--- src/rtl/ysyx_22050854_ifu_fetch.sv ---
// Instruction fetch: PC register, one outstanding imem read, {pc,inst} handed to decode; optional misaligned-target fault via `YSYX_22050854_IFU_MISALIGN_EN.
// Latency: request accepted at t, response at t+k, out_valid at t+k+1; next request the cycle after the output handshake.
// Backpressure: request held stable until imem_req_ready; output held until out_ready; no new fetch while output is held.
module ysyx_22050854_ifu_fetch #(
  parameter logic [31:0] RESET_PC = 32'h8000_0000,
  parameter int          INST_W   = 32
) (
  input  logic              clk,
  input  logic              rst_n,
  input  logic              redirect_valid,
  input  logic [31:0]       redirect_pc,
  output logic              imem_req_valid,
  input  logic              imem_req_ready,
  output logic [31:0]       imem_req_addr,
  input  logic              imem_resp_valid,
  input  logic [INST_W-1:0] imem_resp_data,
  output logic              out_valid,
  input  logic              out_ready,
  output logic [31:0]       out_pc,
  output logic [INST_W-1:0] out_inst,
  output logic              out_fault
);

  typedef enum logic [1:0] {S_IDLE, S_REQ, S_WAIT, S_HOLD} state_t;

  state_t      state, state_nxt;
  logic [31:0] pc, pc_nxt;
  logic [31:0] req_addr;
  logic        drop, drop_nxt;
  logic        deliver;
  logic        fault;

  always_comb begin
    state_nxt = state;
    pc_nxt    = redirect_valid ? redirect_pc : pc;
    drop_nxt  = drop;
    deliver   = 1'b0;
    fault     = 1'b0;
    case (state)
      S_IDLE: state_nxt = S_REQ;
      S_REQ: begin
        // the issued address cannot change under valid, so a redirect here poisons its response
        if (redirect_valid) drop_nxt = 1'b1;
        if (imem_req_ready) state_nxt = S_WAIT;
      end
      S_WAIT: begin
        if (redirect_valid) drop_nxt = 1'b1;
        if (imem_resp_valid) begin
          if (drop || redirect_valid) begin
            drop_nxt  = 1'b0;
            state_nxt = S_REQ;
          end else begin
            deliver   = 1'b1;
            state_nxt = S_HOLD;
          end
        end
      end
      S_HOLD: begin
        if (redirect_valid) begin
          state_nxt = S_REQ;
        end else if (out_ready) begin
          pc_nxt    = pc + 32'd4;
          state_nxt = S_REQ;
        end
      end
      default: state_nxt = S_IDLE;
    endcase
`ifdef YSYX_22050854_IFU_MISALIGN_EN
    // a misaligned fetch address is reported to decode instead of being requested
    if (state_nxt == S_REQ && state != S_REQ && pc_nxt[1:0] != 2'b00) begin
      state_nxt = S_HOLD;
      fault     = 1'b1;
    end
`endif
  end

  always_ff @(posedge clk or negedge rst_n) begin
    if (!rst_n) begin
      state    <= S_IDLE;
      pc       <= RESET_PC;
      drop     <= 1'b0;
      req_addr <= RESET_PC;
      out_pc   <= 32'd0;
      out_inst <= '0;
    end else begin
      state <= state_nxt;
      pc    <= pc_nxt;
      drop  <= drop_nxt;
      // address tracks the PC everywhere except while a request is on the bus
      if (state != S_REQ) req_addr <= pc_nxt;
      if (deliver) begin
        out_pc   <= pc;
        out_inst <= imem_resp_data;
      end else if (fault) begin
        out_pc   <= pc_nxt;
        out_inst <= '0;
      end
    end
  end

`ifdef YSYX_22050854_IFU_MISALIGN_EN
  logic fault_q;
  always_ff @(posedge clk or negedge rst_n) begin
    if (!rst_n)                                    fault_q <= 1'b0;
    else if (deliver)                              fault_q <= 1'b0;
    else if (fault)                                fault_q <= 1'b1;
    else if (state == S_HOLD && state_nxt != S_HOLD) fault_q <= 1'b0;
  end
  assign out_fault = fault_q;
`else
  assign out_fault = 1'b0;
`endif

  assign imem_req_valid = (state == S_REQ);
  assign imem_req_addr  = req_addr;
  assign out_valid      = (state == S_HOLD);

endmodule

--- config.mk ---
export PLATFORM = sky130hd
export DESIGN_NAME = ysyx_22050854_ifu_fetch
export DESIGN_NICKNAME = d
export VERILOG_FILES = /design/src/rtl/ysyx_22050854_ifu_fetch.sv
export SDC_FILE = /design/constraint.sdc
export NUM_CORES = 1
export LEC_CHECK = 0
export CAP_MARGIN = 0
export CELL_PAD_IN_SITES_DETAIL_PLACEMENT = 0
export CELL_PAD_IN_SITES_GLOBAL_PLACEMENT = 1
export CORE_MARGIN = 2
export CORE_UTILIZATION = 37
export DETAILED_ROUTE_END_ITERATION = 12
export GPL_TIMING_DRIVEN = 0
export PLACE_DENSITY_LB_ADDON = 0.08
export SLEW_MARGIN = 10
export SYNTH_ARGS = -nofsm -noshare
export SYNTH_HDL_FRONTEND = slang
export SYNTH_SLANG_ARGS = --single-unit
--- constraint.sdc ---
create_clock -name clk -period 2.9 [get_ports clk]
set_clock_uncertainty 0.2 [all_clocks]
set_input_delay 0.725 -clock clk [delete_from_list [all_inputs] [get_ports clk]]
set_output_delay 0.725 -clock clk [all_outputs]
set_load 0.01 [all_outputs]
==> flow_summary_export.csv, run 1 <==
group,metric,value,unit
outcome,status,"finished, final reports clean",
place,dp_worst_setup_slack,-666,ps
critical_path,path_class,"flip-flop to output pin",
critical_path,cp.required,1980,ps
sta,setup_viol,0,
yosys,yosys-top-cells-count,"129 x dfrtp_1, 87 x mux2_2, 37 x nand2_1",
routing,detail_route.iter0.violations,183,
min_path,hp-class,"input pin to async pin",
clock_network,clkTransAtPathRegs,60,ps
critical_path,r2r_end,"pc[18]$_DFF_PN0_",
power,p_per_area,959,nW/µm²
critical_path,reg2reg_depth,7,
yosys,synth-edff-count,0,
sta,drv_slew,0,
place,globalplace.congestion,0.759,
global_routing,antenna_found_initial,1,
clock_network,cts_setup_buffers,0,
critical_path,cp.arrival,1790,ps
final_layout,antenna_cells,0,
final_layout,layoutNonFillerInstCount,849,
routing,wl_per_cell,18.0,µm
sta,tightest_slew,663,ps
die,initial_utilization,0.375,
critical_path,rrSetupSlack,210,ps
sta,rsz0062_at_grt,"no",
power,p_total,7890,µW
place,port_buffers,166,
yosys,synth.avg_cell_area,12.2,µm²
critical_path,setup.worst_path.start,"state[1]$_DFFE_PN0P_",
sta,fin_crit_sh,0.938,
yosys,synth_largest_area_cell,"dfrtp_1",
sta,tns,0,ps
critical_path,worstPathMaxFanout,8,
clock_network,cts_max_path_buffers,2,
global_routing,grt_max_degree,90,
final_layout,nets,723,
die,ioPinCount,169,
yosys,synth_ff_type,"dfrtp_1",
clock_network,cts_tree,"yes",
routing,firstDrtPassIters,4,
yosys,synth_seq_area_share,0.581,
clock_network,cts_buffers,17,
die,fp.dieW,128,µm
die,coreArea,15000,µm²
yosys,synth_nets,537,
sta,slew_headroom,0.558,
final_layout,layout-drive-gt1-share,0.204,
yosys,async_flop_share,1.00,
place,hpwl,11000,µm
global_routing,grt_pass1_vias,4614,
yosys,yosysWarnings,0,
sta,finalHoldViolations,0,
routing,drc,0,
critical_path,cp-end-kind,"output pin",
clock_network,clk_latency,410,ps
sta,setup_slack,180,ps
yosys,synthTopCellsByArea,"dfrtp_1 57%, mux2_2 17%, nand2_1 2.5%, xnor2_1 2.0%, nor3_1 1.7%",
final_layout,utilization,0.547,
sta,timing.fmax,0.368,GHz
die,fp.dieH,128,µm
place,dp.cells,817,
yosys,ys_ff_latch,131,
die,fp.dieArea,16300,µm²
critical_path,cp-start-kind,"flip-flop",
yosys,syn-cell-area,5640,µm²
yosys,syn_inst,462,
yosys,netlist.area_leader.share,0.572,
clock_network,htreeDepth,4,
routing,vias_per_cell,5.21,
clock_network,cts-root-buf,"clkbuf_16",
yosys,synth_most_common_cell,"dfrtp_1",
global_routing,grt_pass1_wl,24000,µm
run,maxCapViolCount,0,
power,ir_drop,444,µV
routing,vias,4420,
routing,postRouteAntennaNets,0,
power,p_leak,0.00349,µW
critical_path,r2r-start,"state[0]$_DFFE_PN0P_",
clock_network,cts_resized,3,
routing,drt_wl_total,15300,µm
global_routing,grtUsageTotal,0.191,
yosys,ys_types,43,
final_layout,area_delta_synth_final,45.8,%
clock_network,clock-sinks,131,
critical_path,critPathCapture,"imem_req_valid",
sta,fin_crit,2720,ps
global_routing,grt-ovfl-total,0,
die,fp-row-count,45,
clock_network,cts-hold-fix-buffers,0,
[registers in the layout, indices dropped and copies added, names as in the netlist]
name,flops
pc,32
imem_req_addr,32
drop,1
state,2
out_pc,32
out_inst,32
[placed cells by master, fill, tap and decap left out, types with 3 or more instances in the layout]
cell type,netlist,final
clkinv_2,0,3
inv_1,8,8
and3_1,3,3
o41ai_1,4,4
a22oi_1,5,5
nor3_1,19,18
clkbuf_1,18,17
o21ai_0,17,17
o22ai_1,8,8
nor2_1,22,22
xnor2_1,13,13
ha_1,5,3
clkinvlp_4,0,3
bufinv_16,0,3
nand3b_1,6,6
nand2_1,37,37
clkbuf_16,0,17
clkbuf_8,0,3
xor2_1,9,9
dfrtp_1,129,129
clkdlybuf4s50_1,0,164
nand3_1,18,18
or4_1,4,4
a21oi_1,10,10
nor4_1,5,4
mux2_2,87,87
nand4_1,8,8
[metal layers]
metal	track usage	part of all wire	vias to the layer above
li1	-	-	2036
met1	0.240	0.43	2255
met2	0.318	0.50	114
met3	0.0574	0.059	13
met4	0.0595	0.010	2
met5	0	0.00059	-
[report_power, final]
group          switching (µW)  leakage, µW  internal [µW]
logic                    1140      0.00153           1660
clock network             801     0.000298           1420
registers                 395      0.00167           2480
[how the worst min path moves through the flow]
stage / from / endpoint / slack [ps] / cells past startpoint
after floorplan: rst_n / drop$_DFFE_PN0P_ / 230 / 0
after global routing: rst_n / out_pc[14]$_DFFE_PN0P_ / 50 / 1
after CTS: rst_n / out_pc[14]$_DFFE_PN0P_ / 40 / 1
after detailed placement: imem_req_addr[24]$_DFFE_PN0N_ / imem_req_addr[24]$_DFFE_PN0N_ / 260 / 2
final: rst_n / out_pc[14]$_DFFE_PN0P_ / 30 / 1
after global placement: imem_req_addr[24]$_DFFE_PN0N_ / imem_req_addr[24]$_DFFE_PN0N_ / 270 / 2
[layout make-up]
type                       instances  area (µm²)
buffer                            21        90.1
clock buffer                      20         467
clock inverter                    12         154
fill                            1304        6800
inverter                           9        33.8
multi-input combinational        301        2280
sequential                       131        3280
tap                              188         235
timing repair buffer             167        1690
[critical path, stage by stage, from the launching register on]
cell	delay, ps
dfrtp_1	400
inv_1	110
ha_2	310
clkdlybuf4s50_1	570
[through the flow]
step           hold WS (ps)  area, µm²
2_1_floorplan           229       5640
3_3_place_gp            266       7540
3_5_place_dp            263       7570
4_1_cts                40.4       8210
5_1_grt                48.2       8230
6_report               34.0       8230
[cell families after synthesis]
kind of cell | Yosys count | synth area share
flops | 131 | 0.581
simple gates | 131 | 0.117
mux | 89 | 0.177
compound gates | 53 | 0.0583
buf+inv | 30 | 0.0208
xor+xnor | 22 | 0.0341
fa+ha+maj | 5 | 0.0111
other cells | 1 | 0.000664
No activity file was read; power rests on OpenSTA's default activity.
==> run 2, diff against run 1 <==
Settings changed: CORE_UTILIZATION 37 to 33.
Clock period 2.9 ns to 2.29 ns, I/O delays scaled along.
==> flow_summary_export.csv, run 2 (synthesized netlist as in run 1, its figures left out) <==
group,metric,value,unit
outcome,status,"finished with violations",
outcome,violations,"negative setup slack",
critical_path,critPathMaxStageDelay,600,ps
place,hpwl,11300,µm
routing,drt_wl_total,16100,µm
global_routing,grt_max_degree,75,
final_layout,antenna_cells,0,
place,port_buffers,166,
sta,slew_headroom,0.547,
die,fp.dieArea,18200,µm²
sta,tightest_slew,674,ps
routing,drc,0,
routing,detail_route.iter0.violations,202,
routing,wl_per_cell,17.9,µm
routing,vias,4429,
final_layout,final_cell_mix,"161 x clkdlybuf4s50_1, 125 x dfrtp_1, 82 x mux2_2, 36 x nand2_1, 19 x nor2_1",
min_path,holdPathStages,2,
final_layout,nets,743,
clock_network,clk_latency,420,ps
global_routing,antenna_found_initial,0,
die,fp.dieW,135,µm
critical_path,r2r-start,"state[1]$_DFFE_PN0P_",
die,initial_utilization,0.339,
critical_path,cp.arrival,2670,ps
sta,rsz0062_at_grt,"yes",
routing,firstDrtPassIters,4,
die,ioPinCount,169,
clock_network,cts_max_path_buffers,2,
sta,fin_crit_sh,1.10,
power,p_total,10200,µW
final_layout,layout-drive-gt1-share,0.300,
run,maxCapViolCount,0,
sta,fin_crit,2510,ps
min_path,hold_path.startpoint,"imem_req_addr[19]$_DFFE_PN0N_",
global_routing,grt_pass1_wl,25200,µm
clock_network,cts-root-buf,"clkbuf_16",
critical_path,worst_path_dominant_cell_family,"simple AND/OR/NAND/NOR gates",
clock_network,cts_tree,"yes",
routing,vias_per_cell,4.92,
critical_path,cp_slowest_cell,"or4_4",
critical_path,cp.required,2450,ps
clock_network,cts_buffers,17,
critical_path,cp-start-kind,"flip-flop",
global_routing,grt-ovfl-total,0,
global_routing,grtUsageTotal,0.182,
sta,drv_slew,0,
critical_path,r2r_end,"imem_req_addr[31]$_DFFE_PN1N_",
critical_path,reg2reg_depth,6,
clock_network,clkTransAtPathRegs,60,ps
critical_path,worstPathMaxFanout,5,
final_layout,utilization,0.531,
clock_network,htreeDepth,4,
place,dp.cells,849,
die,fp-row-count,47,
power,p_per_area,1150,nW/µm²
clock_network,clock-sinks,131,
critical_path,path_buf_inv,0,
min_path,hold_path_end,"imem_req_addr[19]$_DFFE_PN0N_",
critical_path,path_class,"flip-flop to flip-flop",
die,coreArea,16600,µm²
critical_path,rrSetupSlack,-220,ps
final_layout,final_common_cell,"clkdlybuf4s50_1",
sta,finalHoldViolations,0,
sta,setup_viol,23,
min_path,hp-class,"flip-flop to flip-flop",
place,globalplace.congestion,0.771,
final_layout,layoutNonFillerInstCount,901,
critical_path,cp-end-kind,"flip-flop",
die,fp.dieH,135,µm
critical_path,crit_chain,"ha_4, nand4_1, or4_4, or3_4, or4_1, nand3_1",
power,ir_drop,591,µV
sta,setup_slack,-225,ps
sta,timing.fmax,0.398,GHz
global_routing,grt_pass1_vias,4639,
routing,postRouteAntennaNets,0,
power,p_leak,0.00379,µW
final_layout,area_delta_synth_final,56.6,%
## run 2: worst max path at each step
stage                          from                       endpoint  slack, ps  cells past startpoint
6_report       state[1]$_DFFE_PN0P_  imem_req_addr[31]$_DFFE_PN1N_       -220                      6
5_1_grt        state[1]$_DFFE_PN0P_  imem_req_addr[17]$_DFFE_PN0N_       -280                      7
4_1_cts        state[1]$_DFFE_PN0P_                 imem_req_valid       -260                      3
3_5_place_dp              out_ready  imem_req_addr[20]$_DFFE_PN0N_      -1220                      7
3_3_place_gp                  rst_n       out_inst[12]$_DFFE_PN0P_      -4870                      1
2_1_floorplan             out_ready  imem_req_addr[31]$_DFFE_PN1N_       -150                      6
## run 2: metrics by stage
stage / area [µm²] / TNS, ps / setup slack (ps) / hold WS, ps
final: 8840 / -2050 / -225 / 280
after global routing: 8840 / -5160 / -283 / 300
after CTS: 8600 / -1830 / -259 / 282
after detailed placement: 7640 / -83310 / -1220 / 268
after global placement: 7610 / -712910 / -4870 / 268
after floorplan: 5670 / -656 / -146 / 76.9
## run 2: area by class of cell
| type | count | area [µm²] |
|---|---|---|
| Clock inverter | 12 | 155 |
| Clock buffer | 20 | 467 |
| Timing Repair Buffer | 189 | 1930 |
| Multi-Input combinational cell | 301 | 2590 |
| Inverter | 9 | 33.8 |
| Fill cell | 1443 | 7800 |
| Tap cell | 220 | 275 |
| Sequential cell | 131 | 3290 |
| Buffer | 19 | 108 |
## run 2: layer usage
metal	vias up	routed length [µm]	share of wire	GRT usage
li1	2072	-	-	-
met1	2212	6820	0.42	0.231
met2	126	7920	0.49	0.294
met3	19	1140	0.070	0.0574
met4	0	257	0.016	0.0667
met5	-	0	0	0
## run 2: worst min-delay path: cells and delay by family, from the launching register on
| kind | cells | cell delay (ps) |
|---|---|---|
| DFF | 1 | 340 |
| and+or+nand+nor | 1 | 60 |
| AOI/OAI and AO/OA | 1 | 50 |
## run 2: what timing repair did
action | in CTS | in global routing
pin swaps | 16 | 16
endpoints found under the setup margin | 98 | 78
hold endpoints to repair | 57 | 0
hold buffers | 1 | 0
setup buffers | 14 | 7
resized for setup | 49 | 50
## run 2: report_power, final
part | total, µW | internal [µW] | switching [µW] | leakage, µW
Sequential | 3660 | 3140 | 514 | 0.00166
Clock | 2840 | 1800 | 1040 | 0.000290
Combinational | 3720 | 2200 | 1510 | 0.00184
Total | 10200 | 7140 | 3070 | 0.00379
